### config.mk
export PLATFORM = sky130hd
export DESIGN_NAME = mult_operand_sequencer
export DESIGN_NICKNAME = d
export VERILOG_FILES = /design/src/rtl/mult_pkg.sv /design/src/rtl/mult_op_fifo.sv /design/src/rtl/mult_operand_sequencer.sv
export SDC_FILE = /design/constraint.sdc
export NUM_CORES = 1
export LEC_CHECK = 0
export BUFFER_PORTS_ARGS = -buffer_cell sky130_fd_sc_hd__buf_4
export CAP_MARGIN = 20
export CORE_MARGIN = 2
export CORE_UTILIZATION = 55
export DETAILED_ROUTE_END_ITERATION = 12
export GPL_TIMING_DRIVEN = 0
export HOLD_SLACK_MARGIN = 0.02
export MAX_ROUTING_LAYER = met4
export PLACE_DENSITY = 0.79
export SLEW_MARGIN = 40
export SYNTH_ARGS = -nofsm -noshare
export SYNTH_HDL_FRONTEND = slang
export SYNTH_SLANG_ARGS = --single-unit
### constraint.sdc
create_clock -name clk -period 5.5 [get_ports clk]
set_input_delay 0.55 -clock clk [delete_from_list [all_inputs] [get_ports clk]]
set_output_delay 0.55 -clock clk [all_outputs]
set_load 0.1 [all_outputs]
### src/rtl/mult_pkg.sv
// Shared types and constants for the Booth multiplier operand sequencer.
package mult_pkg;

  localparam int OP_W   = 32;
  localparam int PROD_W = 2 * OP_W;
  localparam int CNT_W  = 7;
  localparam int TMO_W  = 6;

  typedef enum logic [2:0] {
    IDLE,
    LAUNCH,
    GUARDW,
    WAIT,
    HOLD
  } seq_state_t;

endpackage

### src/rtl/mult_op_fifo.sv
// Synchronous operand FIFO with extra-MSB pointers; head is a registered-memory peek.
module mult_op_fifo #(
  parameter int DW    = 64,
  parameter int DEPTH = 4
) (
  input  logic          clk,
  input  logic          rst_n,
  input  logic          push,
  input  logic          pop,
  input  logic [DW-1:0] din,
  output logic          full,
  output logic          empty,
  output logic [DW-1:0] head
);

  localparam int AW = $clog2(DEPTH);

  logic [DW-1:0] mem [DEPTH];
  logic [AW:0]   wr_ptr;
  logic [AW:0]   rd_ptr;

  assign empty = (wr_ptr == rd_ptr);
  assign full  = (wr_ptr[AW] != rd_ptr[AW]) && (wr_ptr[AW-1:0] == rd_ptr[AW-1:0]);
  assign head  = mem[rd_ptr[AW-1:0]];

  // NOTE: storage has no reset; only the pointers define which entries are valid.
  always_ff @(posedge clk) begin
    if (push && !full) mem[wr_ptr[AW-1:0]] <= din;
  end

  // NOTE: sequential state uses non-blocking assignments so every flop sees pre-edge values.
  always_ff @(posedge clk or negedge rst_n) begin
    if (!rst_n) begin
      wr_ptr <= '0;
      rd_ptr <= '0;
    end else begin
      if (push && !full) wr_ptr <= wr_ptr + 1'b1;
      if (pop && !empty) rd_ptr <= rd_ptr + 1'b1;
    end
  end

endmodule

### src/rtl/mult_operand_sequencer.sv
// Queues operand pairs, launches the Booth multiplier one job at a time and holds its result.
// Optional MULSEQ_TIMEOUT_EN adds an err output and a GUARDW+WAIT timeout counter.
module mult_operand_sequencer
  import mult_pkg::*;
#(
  parameter int W       = OP_W,
  parameter int DEPTH   = 4,
  parameter int GUARD   = 2,
  parameter int TMO_MAX = 40
) (
  input  logic             clk,
  input  logic             rst_n,
  input  logic             in_valid,
  output logic             in_ready,
  input  logic [W-1:0]     in_a,
  input  logic [W-1:0]     in_b,
  output logic             mul_start,
  output logic [W-1:0]     mul_a,
  output logic [W-1:0]     mul_b,
  input  logic             mul_done,
  input  logic [2*W-1:0]   mul_product,
  input  logic [CNT_W-1:0] mul_adds,
  input  logic [CNT_W-1:0] mul_subs,
  output logic             out_valid,
  input  logic             out_ready,
  output logic [2*W-1:0]   out_product,
  output logic [CNT_W-1:0] out_adds,
  output logic [CNT_W-1:0] out_subs,
`ifdef MULSEQ_TIMEOUT_EN
  output logic             err,
`endif
  output logic             busy
);

  localparam int GW = (GUARD > 1) ? $clog2(GUARD) : 1;

  if (DEPTH < 2 || (DEPTH & (DEPTH - 1)) != 0 || GUARD < 1 || TMO_MAX < 1 || TMO_MAX > 63)
  begin : g_bad_param
    $error("mult_operand_sequencer: illegal DEPTH/GUARD/TMO_MAX");
  end

  seq_state_t      state, state_nx;
  logic [GW-1:0]   g_cnt;
  logic            ready_en;
  logic            push, pop, full, empty;
  logic [2*W-1:0]  head;
  logic            load, capture, hs;
  logic            timeout;

  mult_op_fifo #(.DW(2*W), .DEPTH(DEPTH)) u_fifo (
    .clk   (clk),
    .rst_n (rst_n),
    .push  (push),
    .pop   (pop),
    .din   ({in_a, in_b}),
    .full  (full),
    .empty (empty),
    .head  (head)
  );

  // ready_en keeps in_ready low until the first clock after reset release.
  assign in_ready  = ready_en && !full;
  assign push      = in_valid && in_ready;
  assign pop       = (state == LAUNCH);
  assign mul_start = (state == LAUNCH);
  assign hs        = out_valid && out_ready;
  assign busy      = (state != IDLE) || !empty;

`ifdef MULSEQ_TIMEOUT_EN
  logic [TMO_W-1:0] tmo_cnt;
  assign timeout = (state == WAIT) && !mul_done && (tmo_cnt == TMO_W'(TMO_MAX - 1));
`else
  assign timeout = 1'b0;
`endif

  // NOTE: every output of this block gets a default first, so no latch is inferred.
  always_comb begin
    state_nx = state;
    load     = 1'b0;
    capture  = 1'b0;
    unique case (state)
      IDLE: if (!empty && !out_valid) begin
        load     = 1'b1;
        state_nx = LAUNCH;
      end
      LAUNCH: state_nx = GUARDW;
      GUARDW: if (g_cnt == GW'(GUARD - 1)) state_nx = WAIT;
      WAIT: begin
        if (mul_done) begin
          capture  = 1'b1;
          state_nx = HOLD;
        end else if (timeout) begin
          state_nx = HOLD;
        end
      end
      HOLD:    if (hs) state_nx = IDLE;
      default: state_nx = IDLE;
    endcase
  end

  always_ff @(posedge clk or negedge rst_n) begin
    if (!rst_n) begin
      state       <= IDLE;
      g_cnt       <= '0;
      ready_en    <= 1'b0;
      mul_a       <= '0;
      mul_b       <= '0;
      out_valid   <= 1'b0;
      out_product <= '0;
      out_adds    <= '0;
      out_subs    <= '0;
    end else begin
      state    <= state_nx;
      ready_en <= 1'b1;
      g_cnt    <= (state == GUARDW) ? g_cnt + 1'b1 : '0;
      // Operands are loaded on entry to LAUNCH so they are valid alongside mul_start.
      if (load) {mul_a, mul_b} <= head;
      if (capture) begin
        out_valid   <= 1'b1;
        out_product <= mul_product;
        out_adds    <= mul_adds;
        out_subs    <= mul_subs;
      end else if (timeout) begin
        out_valid   <= 1'b1;
        out_product <= '0;
        out_adds    <= '0;
        out_subs    <= '0;
      end else if (hs) begin
        out_valid   <= 1'b0;
      end
    end
  end

`ifdef MULSEQ_TIMEOUT_EN
  always_ff @(posedge clk or negedge rst_n) begin
    if (!rst_n) begin
      tmo_cnt <= '0;
      err     <= 1'b0;
    end else begin
      if (state == LAUNCH)                         tmo_cnt <= '0;
      else if (state == GUARDW || state == WAIT)   tmo_cnt <= tmo_cnt + 1'b1;
      if (timeout)  err <= 1'b1;
      else if (hs)  err <= 1'b0;
    end
  end
`endif

endmodule

==> results of run 1 <==
cell usage after synthesis (2+ instances only):
cell,instances
nand2_1,3
buf_6,8
o31a_1,2
clkbuf_1,7
mux2_4,60
and2_1,3
inv_1,5
mux4_2,64
xor2_1,5
mux2_2,84
xnor2_1,5
dfrtp_1,154
nor2b_1,2
o21ai_0,2
o311a_1,2
ha_1,5
edfxtp_1,256
nor3_1,2
buf_2,16
per-stage QoR:
| step | setup WS [ns] | area (µm²) |
|---|---|---|
| 5_1_grt | 2.70 | 19600 |
| 2_1_floorplan | 1.90 | 15400 |
| 6_report | 2.88 | 19600 |
| 3_5_place_dp | 2.85 | 18300 |
| 4_1_cts | 2.85 | 19600 |
| 3_3_place_gp | 0.956 | 18000 |
cells by family (layout without fill, tap and decap cells):
group,Yosys count,in the layout,synth area share [%]
other,1,1,0.0244
and+or+nand+nor,17,17,0.627
adders and majority gates,5,5,0.407
DFF,410,410,75.1
buffers and inverters,36,413,1.40
xor gates and xnor gates,10,10,0.570
AOI/OAI and AO/OA,10,10,0.505
muxes,208,208,21.4
flip-flops by register name, indices dropped and copies added (netlist names), 3 cells and up:
name and cells:
out_adds 7, mul_a 32, mul_b 32, u_fifo.wr_ptr 3, out_subs 7, state 3, out_product 64, u_fifo.rd_ptr 3
u_fifo.mem 256
area by class of cell:
| cell class | count | area, µm² |
|---|---|---|
| sequential | 410 | 11500 |
| fill | 1750 | 8070 |
| multi-input combinational | 251 | 3620 |
| timing repair buffer | 302 | 2420 |
| clock buffer | 59 | 1150 |
| tap | 378 | 473 |
| buffer | 31 | 196 |
| clock inverter | 16 | 130 |
| inverter | 5 | 23.8 |
per-layer routing:
metal,track usage [%],vias to the layer above,wire [µm]
li1,-,3434,-
met1,27.8,4032,12400
met2,37.2,291,16200
met3,6.74,49,2820
met4,6.19,0,741
met5,-,-,0
how the worst max path moves through the flow:
stage	start	to	slack, ns	depth (start not counted)
3_3_place_gp	u_fifo.rd_ptr[0]	u_fifo.mem[0][27]	0.96	5
2_1_floorplan	state[2]	u_fifo.rd_ptr[1]	1.90	3
3_5_place_dp	u_fifo.rd_ptr[0]	u_fifo.mem[0][47]	2.85	7
5_1_grt	u_fifo.rd_ptr[0]	u_fifo.mem[0][36]	2.70	7
6_report	u_fifo.rd_ptr[0]	u_fifo.mem[0][37]	2.88	7
4_1_cts	u_fifo.rd_ptr[0]	u_fifo.mem[0][36]	2.85	7
==> results by group, run 1 <==
Outcome
  • Status: completed

STA
  • Layout Skew: 0.0111 ns
  • Final Cycle Share: 47.6%
  • Least-Margin Pin Slew: 0.724 ns
  • Max Fclk: 0.382 GHz
  • Crit path time final: 2.62 ns
  • Post-route setup TNS: 0 ns
  • RSZ-0062 raised after global routing: false
  • Final Hold Viols: 0
  • Hold Slack: 0.221 ns
  • Setup-failing EPs final: 0
  • Final number of max-transition violations: 0
  • Max_slew headroom: 51.7%

Clocking
  • Clk Tree Root Cell: clkbuf_16
  • Clock transition at path regs: 0.06 ns
  • CTS Hold Bufs: 1
  • Post-CTS setup buffer count: 0
  • CTS tree: yes
  • H-tree depth: 2
  • Sink Count: 410
  • Worst-Skew Late Latency: 0.52 ns
  • CTS buffer count: 41
  • Post-CTS sizing: 0
  • Clk buf depth: 3

Hold path
  • HP Start: in_a[15]
  • End of the worst hold path: u_fifo.mem[3][47]
  • Worst Hold Class: input pin to flop
  • Hold path cells: 1

Layout
  • Commonest cells after routing, fill and taps aside: buf_4 (291), edfxtp_1 (256), dfrtp_1 (154)
  • Final non-filler cell total: 1452
  • Commonest non-fill, non-tap cell in the layout: buf_4
  • Area delta synth->final: 27.3%
  • Post-route core utilization: 70.8%
  • Share of cells above drive strength 1: 55.3%
  • Ant diodes: 0
  • NumNets Final: 1194

Route
  • Initial DRC Count: 388
  • Drc violations: 0
  • WL/cell: 22.2 µm
  • Detailed-route vias per instance: 5.38
  • Remaining antenna violation count: 0
  • DR pass1 iterations: 6
  • Via count: 7806
  • Wirelength, routed: 32.2 mm

Run
  • Max Cap Viol: 0

Place
  • DP HPWL: 21.3 mm
  • RePlAce Congestion: 0.760
  • Placed cells: 1376
  • Number of port buffers: 292

Logic synthesis
  • Seq/Total Area, Yosys: 75.1%
  • Cells after Synth: 697
  • Distinct cells, synth: 31
  • Yosys Warn Count: 0
  • Area contributors post-synth: edfxtp_1 (50%), dfrtp_1 (25%), mux4_2 (9.4%)
  • Mapped Area: 15400 µm²
  • Dominant cell type by area after synthesis: edfxtp_1
  • Syn Nets: 849
  • Yosys reg bits: 410
  • Synth Flop Type: edfxtp_1
  • EDFF count, synth: 256
  • Top-area cell type share of the netlist area: 50.0%
  • Synth async-reset ratio: 37.6%
  • Post-synthesis average cell area: 22.1 µm²

Die
  • IO Pins: 293
  • Die area: 29300 µm²
  • Rows: 61
  • Core area: 27600 µm²
  • Die width: 171 µm
  • Chip height: 171 µm
  • Initial Util: 55.6%

Worst setup path
  • Worst r2r src: u_fifo.rd_ptr[0]
  • CP Data Required Time: 5.72 ns
  • CP cell instances: buf_2 -> buf_6 -> xnor2_1 -> a31oi_1 -> and2_4 -> buf_12 -> buf_12
  • Worst Setup Path Type: flop to flop
  • Reg-to-reg endpoint: u_fifo.mem[0][37]
  • Delay-heaviest family, CP: buffers and inverters
  • Slowest CP cell: a31oi_1
  • Crit-path max FO: 23
  • WP buf/inv: 4
  • CP dominant cell by count: buf_12
  • FF-to-FF setup slack: 2.88 ns
  • Crit path DAT: 2.84 ns
  • Crit end category: flop
  • CP Launch Type: flop
  • Largest stage delay on the critical path: 0.48 ns
  • Worst Reg-to-Reg Cells: 7

Global routing
  • Total grt overflow: 0
  • First-pass GRT wire length: 47.9 mm
  • Pin count of the biggest net entering global routing: 69
  • Number of global-route vias before repair: 8243
  • Initial antenna violation count: 0
  • Overall Global Routing Usage: 22.7%
Power of run 1 is not shown: default switching activity piles up to over one toggle a cycle in this logic, so the estimate is an artifact.
==> run 2, diff against run 1 <==
Settings changed: ABC_AREA set to 1.
Clock period 5.5 ns to 2.6 ns, I/O delays scaled along.
==> run 2 against run 1 <==
Compared with the run above: register-to-register slack lost 2.6 ns; via count grew 45%; maximum frequency grew 11%; worst hold slack lost 0.051 ns; sequential cell count is the same; final area grew 12%; die area grew 4.0%; cell count grew 47%; critical path depth grew 2; critical path type unchanged; largest cell class unchanged; highest routed layer unchanged.
==> results by group, run 2 <==
Outcome
  • Status: completed

Worst setup path
  • Crit path DAT: 2.59 ns
  • CP Data Required Time: 2.83 ns
  • FF-to-FF setup slack: 0.25 ns
  • Crit-path max FO: 18
  • Worst Setup Path Type: flop to flop
  • Crit end category: flop
  • CP Launch Type: flop

Logic synthesis
  • Seq/Total Area, Yosys: 72.1%
  • Dominant cell type by area after synthesis: edfxtp_1
  • EDFF count, synth: 256
  • Yosys reg bits: 410
  • Synth async-reset ratio: 37.6%
  • Post-synthesis average cell area: 13.2 µm²
  • Area contributors post-synth: edfxtp_1 (48%), dfrtp_1 (24%), mux2_2 (5.5%)
  • Distinct cells, synth: 26
  • Synth top cells by count: edfxtp_1 (256), nor2_1 (200), o21ai_0 (156), dfrtp_1 (154), nand2_1 (93)
  • Yosys Warn Count: 0
  • Top-area cell type share of the netlist area: 48.0%
  • Mapped Area: 16000 µm²
  • Count leader, synth: edfxtp_1
  • Syn Nets: 1363
  • Cells after Synth: 1211
  • Synth Flop Type: edfxtp_1

STA
  • Max_slew headroom: 61.2%
  • Post-route setup TNS: 0 ns
  • Final number of max-transition violations: 0
  • Hold Slack: 0.170 ns
  • Setup-failing EPs final: 0
  • Final Hold Viols: 0
  • Least-Margin Pin Slew: 0.582 ns
  • Max Fclk: 0.425 GHz
  • Final Cycle Share: 90.5%
  • RSZ-0062 raised after global routing: false
  • Layout Skew: 0.0156 ns
  • Crit path time final: 2.35 ns

Clocking
  • Clock transition at path regs: 0.06 ns
  • H-tree depth: 2
  • Sink Count: 410
  • CTS tree: yes
  • Clk buf depth: 3
  • Clk Tree Root Cell: clkbuf_16
  • CTS buffer count: 41
  • Worst-Skew Late Latency: 0.53 ns

Die
  • Die area: 30500 µm²
  • Chip height: 175 µm
  • Core area: 28700 µm²
  • Initial Util: 55.7%
  • Die width: 175 µm
  • Rows: 62
  • IO Pins: 293

Place
  • RePlAce Congestion: 0.814
  • Number of port buffers: 292
  • Placed cells: 1905
  • DP HPWL: 26.8 mm

Global routing
  • Number of global-route vias before repair: 11500
  • Overall Global Routing Usage: 28.5%
  • Pin count of the biggest net entering global routing: 72
  • First-pass GRT wire length: 64.6 mm
  • Total grt overflow: 0
  • Initial antenna violation count: 7

Route
  • Wirelength, routed: 42.2 mm
  • Detailed-route vias per instance: 5.29
  • Via count: 11300
  • Drc violations: 0
  • Remaining antenna violation count: 0
  • DR pass1 iterations: 5
  • Initial DRC Count: 1024
  • WL/cell: 19.7 µm

Layout
  • Share of cells above drive strength 1: 32.0%
  • Final non-filler cell total: 2135
  • Filler cells: 1701
  • Commonest non-fill, non-tap cell in the layout: buf_4
  • NumNets Final: 1865
  • Area delta synth->final: 36.7%
  • Max FFs per register: 256
  • Commonest cells after routing, fill and taps aside: buf_4 (297), edfxtp_1 (256), nor2_1 (196)

Run
  • Max Cap Viol: 0

Hold path
  • Worst Hold Class: input pin to asynchronous set/reset pin
-- run 2: cell types whose count changed in the layout (fill, tap and decap cells not counted), sizes merged, moves of 6 or more --
cell,change
buf,+30
clkbuf,+22
clkinv,-6
diode,+7
dlygate4sd3,+144
inv,+79
mux2,-66
mux4,-64
nand2,+92
nand3,+7
nor2,+199
o21ai,+256
-- run 2: critical path: stages (launching register included) --
cell and delay (ns):
dfrtp_1 0.49, inv_2 0.12, buf_6 0.17, nand2_1 0.07, nand2_2 0.08, nand3_1 0.17
nand3_4 0.20, nor2_4 0.35, buf_16 0.21, buf_16 0.18
-- run 2: cell type report --
| cell class | instances | area (µm²) | share of cell area [%] |
|---|---|---|---|
| Sequential cell | 410 | 11500 | 52.8 |
| Timing Repair Buffer | 459 | 4080 | 18.6 |
| Multi-Input combinational cell | 653 | 3730 | 17.1 |
| Clock buffer | 65 | 1180 | 5.38 |
| Tap cell | 384 | 480 | 2.20 |
| Buffer | 64 | 450 | 2.06 |
| Inverter | 84 | 315 | 1.44 |
| Clock inverter | 9 | 76.3 | 0.349 |
| Antenna cell | 7 | 17.5 | 0.0801 |
-- run 2: kinds of logic (layout without fill, tap and decap cells) --
family,Yosys count,count (layout),synth area share (%)
compound gates,259,259,9.53
flops,410,410,72.1
xor+xnor,3,3,0.164
buf+inv,148,681,4.79
simple gates,307,307,7.48
fa+ha+maj,5,5,0.391
mux,78,78,5.49
other cells,1,8,0.0234
-- run 2: stage by stage --
stage / util [%] / instance area [µm²] / worst slack (ns)
CTS: 76.1 / 21800 / 0.0896
detailed placement: 66.6 / 19100 / -0.0549
finish: 76.2 / 21900 / 0.248
global placement: 65.1 / 18700 / -2.02
floorplan: - / 16000 / -0.498
global route: 76.2 / 21900 / 0.119
-- run 2: what timing repair did --
item	in CTS	in global routing
buffers inserted	2	2
resized for setup	0	1
hold endpoints to repair	419	0
hold buffers	145	0
setup endpoints to repair	25	18
pin swaps	1	1
-- run 2: metal layers --
| metal | GRT usage (%) | vias to the layer above | routed length, µm |
|---|---|---|---|
| met2 | 49.2 | 512 | 21800 |
| li1 | - | 5180 | - |
| met3 | 5.16 | 54 | 3090 |
| met5 | - | - | 0 |
| met1 | 34.8 | 5540 | 16400 |
| met4 | 7.64 | 0 | 885 |
-- run 2: path summary, 6_finish.rpt --
path / start / cells past startpoint / to
worst max-delay path: u_fifo.rd_ptr[0] / 9 / u_fifo.mem[3][22]
worst min-delay path: rst_n / 2 / mul_b[12]
worst max register to register: u_fifo.rd_ptr[0] / 9 / u_fifo.mem[3][22]
worst min register to register: mul_a[11] / 2 / mul_a[11]
max in group asynchronous: rst_n / 4 / out_product[30]
min in group clk: in_valid / 3 / u_fifo.wr_ptr[2]
Power of run 2 is left out for the same reason.
